## src/rtl/npc_pkg.sv

```systemverilog
// Shared npc core types: IFU FSM states, reset fetch address and the canonical NOP.
// Pure declarations; no latency or flow control of its own.
package npc_pkg;

  typedef enum logic [1:0] {
    S_REQ  = 2'd0,
    S_WAIT = 2'd1,
    S_HOLD = 2'd2
  } ifu_state_t;

  localparam logic [31:0] RESET_PC_DEFAULT = 32'h8000_0000;
  localparam logic [31:0] INST_NOP         = 32'h0000_0013;

  function automatic logic [31:0] pc_next(input logic [31:0] pc);
    return pc + 32'd4;
  endfunction

endpackage

```

## src/rtl/ifu_perf.sv

```systemverilog
// IFU performance counters: decode transfers and fetch-stall cycles, updated every cycle.
// Free-running, never backpressures; counters wrap at 2^32.
module ifu_perf (
  input  logic        clk,
  input  logic        rst,
  input  logic        fetch_inc,
  input  logic        stall_inc,
  output logic [31:0] fetch_cnt,
  output logic [31:0] stall_cnt
);

  always_ff @(posedge clk or posedge rst) begin
    if (rst) begin
      fetch_cnt <= 32'd0;
      stall_cnt <= 32'd0;
    end else begin
      if (fetch_inc) fetch_cnt <= fetch_cnt + 32'd1;
      if (stall_inc) stall_cnt <= stall_cnt + 32'd1;
    end
  end

endmodule

```

## src/rtl/ifu.sv

```systemverilog
// Instruction fetch: one outstanding imem read, word held for decode; request to out_valid 2 cycles.
// Holds the word until out_ready; redirects override everything. IFU_PERF_EN adds perf counters.
module ifu
  import npc_pkg::*;
#(
  parameter logic [31:0] RESET_PC = RESET_PC_DEFAULT
) (
  input  logic        clk,
  input  logic        rst,
  input  logic        redirect_valid,
  input  logic [31:0] redirect_pc,
  output logic        imem_req_valid,
  input  logic        imem_req_ready,
  output logic [31:0] imem_req_addr,
  input  logic        imem_resp_valid,
  input  logic [31:0] imem_resp_data,
  output logic        out_valid,
  input  logic        out_ready,
  output logic [31:0] out_pc,
  output logic [31:0] out_inst
`ifdef IFU_PERF_EN
  ,
  output logic [31:0] perf_fetch_cnt,
  output logic [31:0] perf_stall_cnt
`endif
);

  ifu_state_t  state, state_nxt;
  logic        kill, kill_nxt;
  logic [31:0] fetch_pc;
  logic        take_resp;
  logic        xfer;
  logic        stall_cyc;
  logic        unused_rpc_lsb;

  assign unused_rpc_lsb = ^redirect_pc[1:0];

  assign take_resp = (state == S_WAIT) && imem_resp_valid && !kill && !redirect_valid;
  assign xfer      = (state == S_HOLD) && out_ready && !redirect_valid;
  assign stall_cyc = (state == S_REQ) || (state == S_WAIT);

  always_ff @(posedge clk or posedge rst) begin
    if (rst) begin
      state <= S_REQ;
      kill  <= 1'b0;
    end else begin
      state <= state_nxt;
      kill  <= kill_nxt;
    end
  end

  // kill marks an in-flight response for an abandoned PC; it drains exactly one response.
  always_comb begin
    state_nxt = state;
    kill_nxt  = kill;
    case (state)
      S_REQ: begin
        if (imem_req_ready) begin
          state_nxt = S_WAIT;
          kill_nxt  = redirect_valid;
        end
      end
      S_WAIT: begin
        if (imem_resp_valid) begin
          kill_nxt  = 1'b0;
          state_nxt = (kill || redirect_valid) ? S_REQ : S_HOLD;
        end else if (redirect_valid) begin
          kill_nxt = 1'b1;
        end
      end
      S_HOLD: begin
        if (redirect_valid || out_ready) state_nxt = S_REQ;
      end
      default: begin
        state_nxt = S_REQ;
        kill_nxt  = 1'b0;
      end
    endcase
  end

  // Request valid is masked by rst so nothing is offered while the core is held in reset.
  always_comb begin
    imem_req_valid = (state == S_REQ) && !rst;
    out_valid      = (state == S_HOLD);
  end

  assign imem_req_addr = fetch_pc;

  always_ff @(posedge clk or posedge rst) begin
    if (rst) begin
      fetch_pc <= RESET_PC;
      out_pc   <= 32'd0;
      out_inst <= 32'd0;
    end else begin
      if (redirect_valid) fetch_pc <= {redirect_pc[31:2], 2'b00};
      else if (xfer)      fetch_pc <= pc_next(fetch_pc);
      if (take_resp) begin
        out_pc   <= fetch_pc;
        out_inst <= imem_resp_data;
      end
    end
  end

`ifdef IFU_PERF_EN
  ifu_perf u_perf (
    .clk       (clk),
    .rst       (rst),
    .fetch_inc (xfer),
    .stall_inc (stall_cyc),
    .fetch_cnt (perf_fetch_cnt),
    .stall_cnt (perf_stall_cnt)
  );
`else
  logic unused_perf;
  assign unused_perf = stall_cyc;
`endif

endmodule

```

## config.mk

```make
export PLATFORM = sky130hd
export DESIGN_NAME = ifu
export DESIGN_NICKNAME = d
export VERILOG_FILES = /design/src/rtl/npc_pkg.sv /design/src/rtl/ifu_perf.sv /design/src/rtl/ifu.sv
export SDC_FILE = /design/constraint.sdc
export NUM_CORES = 1
export LEC_CHECK = 0
export ABC_AREA = 1
export BUFFER_PORTS_ARGS = -buffer_cell sky130_fd_sc_hd__buf_4
export CAP_MARGIN = 10
export CORE_AREA = 3 3 111 113
export DETAILED_ROUTE_END_ITERATION = 7
export DIE_AREA = 0 0 114 116
export PLACE_DENSITY = 0.71
export SYNTH_ARGS = -nofsm -noshare
export SYNTH_HDL_FRONTEND = slang
export SYNTH_SLANG_ARGS = --single-unit
```

## constraint.sdc

```tcl
create_clock -name clk -period 2.6 [get_ports clk]
set_input_delay 0.13 -clock clk [delete_from_list [all_inputs] [get_ports clk]]
set_output_delay 0.13 -clock clk [all_outputs]
set_load 0.02 [all_outputs]
```

== Word-level counts from Yosys, hierarchy flattened ==
Index checks and enable logic that the tools add are counted.
Word-level totals
  bits in registers: 99
  bits of input ports: 70
  output and inout port bits: 98
  word-level logic and storage cells: 39
Cells by class
  bitwise operators: 1
  mux-type cells: 11
  reductions and logical operators: 15
  equal/unequal tests: 6
  $add $sub $neg: 1
Operator list (count)
  32-bit 2-to-1 mux: 2
  32-bit by 3-bit adder with 32-bit output (second input constant): 1
  2-bit 2-to-1 mux: 4
  1-bit logical AND: 6
  2-bit one-hot mux with 3 select lines: 1
  3-bit AND reduction: 2
  2-bit != test (second input constant): 2
  1-bit zero test: 3
  1-bit 2-to-1 mux: 3
  3-bit != test (second input constant): 1
  1-bit one-hot mux with 3 select lines: 1
  2-bit by 1-bit equality test with 1-bit output (second input constant): 1
  2-bit equality test (second input constant): 1
  2-bit zero test: 1
  1-bit logical OR: 2
  2-bit by 1-bit != test with 1-bit output (second input constant): 1
  2-bit nonzero test: 1
  1-bit NOT: 1

== Longest topological paths before layout ==
  depth in word-level cells: 5
  gate-level depth with buffers: 10
  depth with buffers taken out: 10

== Least setup slack after synthesis ==
No wires, ideal clock.
  kind: flip-flop to flip-flop
  start: register fetch_pc[3] (netlist: imem_req_addr[3])
  end: register fetch_pc[26] (netlist: imem_req_addr[26])
  stages on the path, launching flop included: 11
  path buffers: 0
  path slack: 0.996 ns
  clock period less this slack: 1.604 ns
  required time: 2.483 ns
  library setup time: 0.117 ns
  arrival time: 1.487 ns
  path through: dfrtp_1 ha_1 nand2_1 nor2_2 nand2_2 nor2_2 nand2_1 nand2_1 nand3_1 nand2_1 nand2_1
On the way
  cells in the longest elaborated chain, start to end: 3
RTL lines
  start, declared: RTL line ifu.sv:30  | logic [31:0] fetch_pc;
  start signal, assigned: RTL line ifu.sv:95  | if (redirect_valid) fetch_pc <= {redirect_pc[31:2], 2'b00};
  start signal, assigned: RTL line ifu.sv:96  | else if (xfer) fetch_pc <= pc_next(fetch_pc);
  32-bit by 3-bit adder with 32-bit output: RTL line npc_pkg.sv:15  | return pc + 32'd4;
  32-bit 2-to-1 mux: RTL line ifu.sv:96
  32-bit 2-to-1 mux: RTL line ifu.sv:95
No other way between the ends. The select of a mux whose other input is x is not followed.
A chain may end at the register's enable or synchronous reset.

== Worst setup path in the final report ==
  start: register state[0]
  end: register out_pc[20]
On the way
  cells in the longest elaborated chain, start to end: 4
RTL lines
  start, declared: RTL line ifu.sv:28  | ifu_state_t state, state_nxt;
  start signal, assigned: RTL line ifu.sv:47  | state <= state_nxt;
  2-bit by 1-bit equality test with 1-bit output: RTL line ifu.sv:38  | assign take_resp = (state == S_WAIT) && imem_resp_valid && !kill && !redirect_valid;
  1-bit logical AND (3 in series): RTL line ifu.sv:38
  end signal, assigned: RTL line ifu.sv:98  | out_pc <= fetch_pc;
  end, declared: RTL line ifu.sv:19  | output logic [31:0] out_pc,
No other way between the ends.

==> results.toml <==
[power_and_ir_drop]
p_int_w = 0.004019
sw_power_w = 0.002485
ir_drop_mv = 0.6817
netSwitchingFraction = 0.3821
power_frac_comb = 0.431
share_clk_of_total_power = 0.198
share_of_total_power_in_sequential_cells = 0.371
powerDensity_nw_per_um2 = 1006
power.leakage_nw = 3.327

[worst_setup_path]
worst_r2r_path_depth = 7
cp-start-kind = "register"
setup.reg_to_reg.worst_slack_ps = 720
crit-reg2reg-capture = "out_pc[20]"
setup.worst_path.class = "reg2reg"
worst_ep_required_time_ps = 2830
arrival_ps = 2110
worst-path-max-fanout = 33
cp-end-kind = "register"
crit-reg2reg-launch = "state[0]"

[worst_hold_path]
worst_hold_path.num_cells = 2
timing.hold.worst.class = "in2reg"
holdPathEnd = "out_inst[10]"
worst_min_path_start = "imem_resp_data[10]"

[routing]
route.vias.total = 4408
route.top_layer_used = "met4"
drt_iter0_markers = 250
firstDrtPassIters = 4
routed_wire_length_on_met2_um = 6303
met3_wirelength_um = 954
drtAntennaViolNets = 0
postRouteWirelength_um = 13220
routed_wire_length_per_instance_um = 15.10
number_of_remaining_drc_errors = 0
met1Wirelength_um = 5725
post_drt_via_cell_ratio = 5.038

[clocking]
number_of_cts_inserted_buffers = 9
clock_insertion_delay_worst_skew_ps = 340
postCtsHoldBufs = 2
tritoncts_num_sinks = 95
tritoncts_clock_tree = "done"
clockRootBuffer = "sky130_fd_sc_hd__clkbuf_16"
cts_post_setup_buffers_inserted = 0
clkSlewWorstSetupHoldPaths_ps = 70
cts-resized-gates = 0
maximum_number_of_buffers_from_clock_root_to_sink = 2
htree_num_levels = 3

[synthesis]
ys_ff_latch = 95
syn_area_per_cell_sq_um = 8.491
synth.top_cell.area_share = 0.4860
synth.top_cells.by_area = "sky130_fd_sc_hd__dfrtp_1 (49%), sky130_fd_sc_hd__nand2_1 (12%), sky130_fd_sc_hd__mux2_4 (9.6%)"
synth_cells = 570
synth_largest_area_cell = "sky130_fd_sc_hd__dfrtp_1"
synthDistinctLibCells = 32
synth.cell_area_sq_um = 4840
ys.warnings.count = 0
synth.yosys.seq_area_share = 0.4915

[sta]
setup_viol = 0
worst_hold_slack_ps = 9.960
slew-limit-headroom = 0.4887
rsz0062_at_grt = "no"
fin_setup_tns_ps = 0
max_freq_mhz = 532.2
final_hold_viol_count = 0
total_count_of_max_transition_violations_in_the_final_report = 0
worst-slew-pin-transition_ps = 765.3
fin_worst_skew_ps = 4.544
min_period_ps = 1879
fin_crit_sh = 0.7227

[floorplanning]
io-pin-count = 168
row_count = 39
core_sq_um = 11420
fp.dieArea_sq_um = 13220
die_w_um = 114
start_util = 0.4238
die_h_um = 116

[global_routing]
grt_max_degree = 41
grt.overflow.total = 0
grt_antenna_before_repair = 0
number_of_global_route_vias_before_repair = 4326
gr-usage-all-layers = 0.2008
grt_pass1_wl_um = 21250

[place]
place_area_sq_um = 6156
placedCellCount = 857
finalWeightedCongestion = 0.9068
place_hpwl_um = 10070
buffer_ports.inserted = 161

[final_layout]
antenna_cells_inserted = 0
drive_gt1_frac = 0.3142
n_fill_cell = 1067
syn2layout_area_growth_pct = 33.58
layout_cells_excl_fill = 875
nets = 798
postLayoutCellArea_sq_um = 6465
layout_common_cells = "sky130_fd_sc_hd__buf_4 (165), sky130_fd_sc_hd__nand2_1 (161), sky130_fd_sc_hd__dfrtp_1 (94), sky130_fd_sc_hd__nor2_1 (74), sky130_fd_sc_hd__inv_1 (44)"
layout.cells.most_common = "sky130_fd_sc_hd__buf_4"

[job]
max-cap-violations = 0

[outcome]
run_status = "finished, final reports clean"
[worst max-delay path by stage]
stage / cells after the start / endpoint / startpoint / slack (ps)
6_report: 7 / out_pc[20] / state[0] / 720
5_1_grt: 8 / imem_req_addr[16] / imem_req_addr[3] / 550
4_1_cts: 7 / out_pc[31] / state[0] / 720
3_5_place_dp: 7 / out_pc[31] / state[0] / 730
3_3_place_gp: 7 / imem_req_addr[11] / redirect_valid / 790
2_1_floorplan: 10 / imem_req_addr[26] / imem_req_addr[3] / 1000
[worst max-delay path: stages (launching register included)]
cell                      delay [ps]
sky130_fd_sc_hd__dfrtp_1         400
sky130_fd_sc_hd__inv_2            60
sky130_fd_sc_hd__nor2_2          150
sky130_fd_sc_hd__nand3_4         450
sky130_fd_sc_hd__buf_12          380
sky130_fd_sc_hd__buf_4           190
sky130_fd_sc_hd__nand2_1          60
sky130_fd_sc_hd__o21ai_1          60
[logic make-up (layout without fill, tap and decap cells)]
group,Yosys count,after routing,synth area share
muxes,33,33,0.1008
buffers and inverters,75,234,0.07290
other,1,4,0.0007749
and+or+nand+nor,282,282,0.2371
adders and majority gates,1,1,0.002585
xor gates and xnor gates,2,2,0.003620
DFF,95,95,0.4915
AOI/OAI and AO/OA,81,81,0.09075
[cells in the mapped netlist (all sizes together)]
cell and count:
nor2 80, a22oi 5, nand2 164, o211ai 1, a22o 1, nor3 2
a31oi 1, a21oi 5, dfrtp 94, buf 17, o41ai 1, nand3 34
ha 1, nand3b 1, dfstp 1, o21ai 59, xor2 2, and2 1
mux2 33, clkbuf 9, o22ai 8, inv 49, conb 1
[layout make-up]
class	count	area, sq um	area share
Multi-Input combinational cell	403	2132	0.3298
Inverter	49	187.7	0.02903
Timing Repair Buffer	169	1299	0.2009
Clock buffer	9	225.2	0.03484
Tap cell	143	178.9	0.02768
Sequential cell	95	2379	0.3679
Clock inverter	7	63.81	0.009870
[metal layers]
layer | GRT usage | vias up
met1 | 0.2672 | 2078
met2 | 0.3349 | 168
met3 | 0.04282 | 18
met5 | 0 | -
met4 | 0.05305 | 0
li1 | - | 2144
[registers in the layout, indices dropped and copies added, names as in the netlist]
| signal | count |
|---|---|
| out_pc | 30 |
| kill | 1 |
| out_inst | 32 |
| imem_req_addr | 30 |
| state | 2 |
[per-stage QoR]
step,utilization,setup slack (ps),power (W)
final,0.5662,720.9,0.006504
after global routing,0.5662,546.1,0.006895
after CTS,0.5662,722.5,0.006569
after detailed placement,0.5391,725.9,0.005259
after global placement,0.5391,793.1,0.005195
after floorplan,-,996.2,0.004013
[power by group through the flow]
| stage | clock [W] | combinational [W] | sequential [W] |
|---|---|---|---|
| finish | 0.00129 | 0.00280 | 0.00241 |
| global route | 0.00138 | 0.00302 | 0.00249 |
| CTS | 0.00132 | 0.00284 | 0.00242 |
| detailed placement | 0 | 0.00282 | 0.00244 |
| global placement | 0 | 0.00279 | 0.00241 |
| floorplan | 0 | 0.000947 | 0.00307 |
Power figures use the tool's default switching activity.
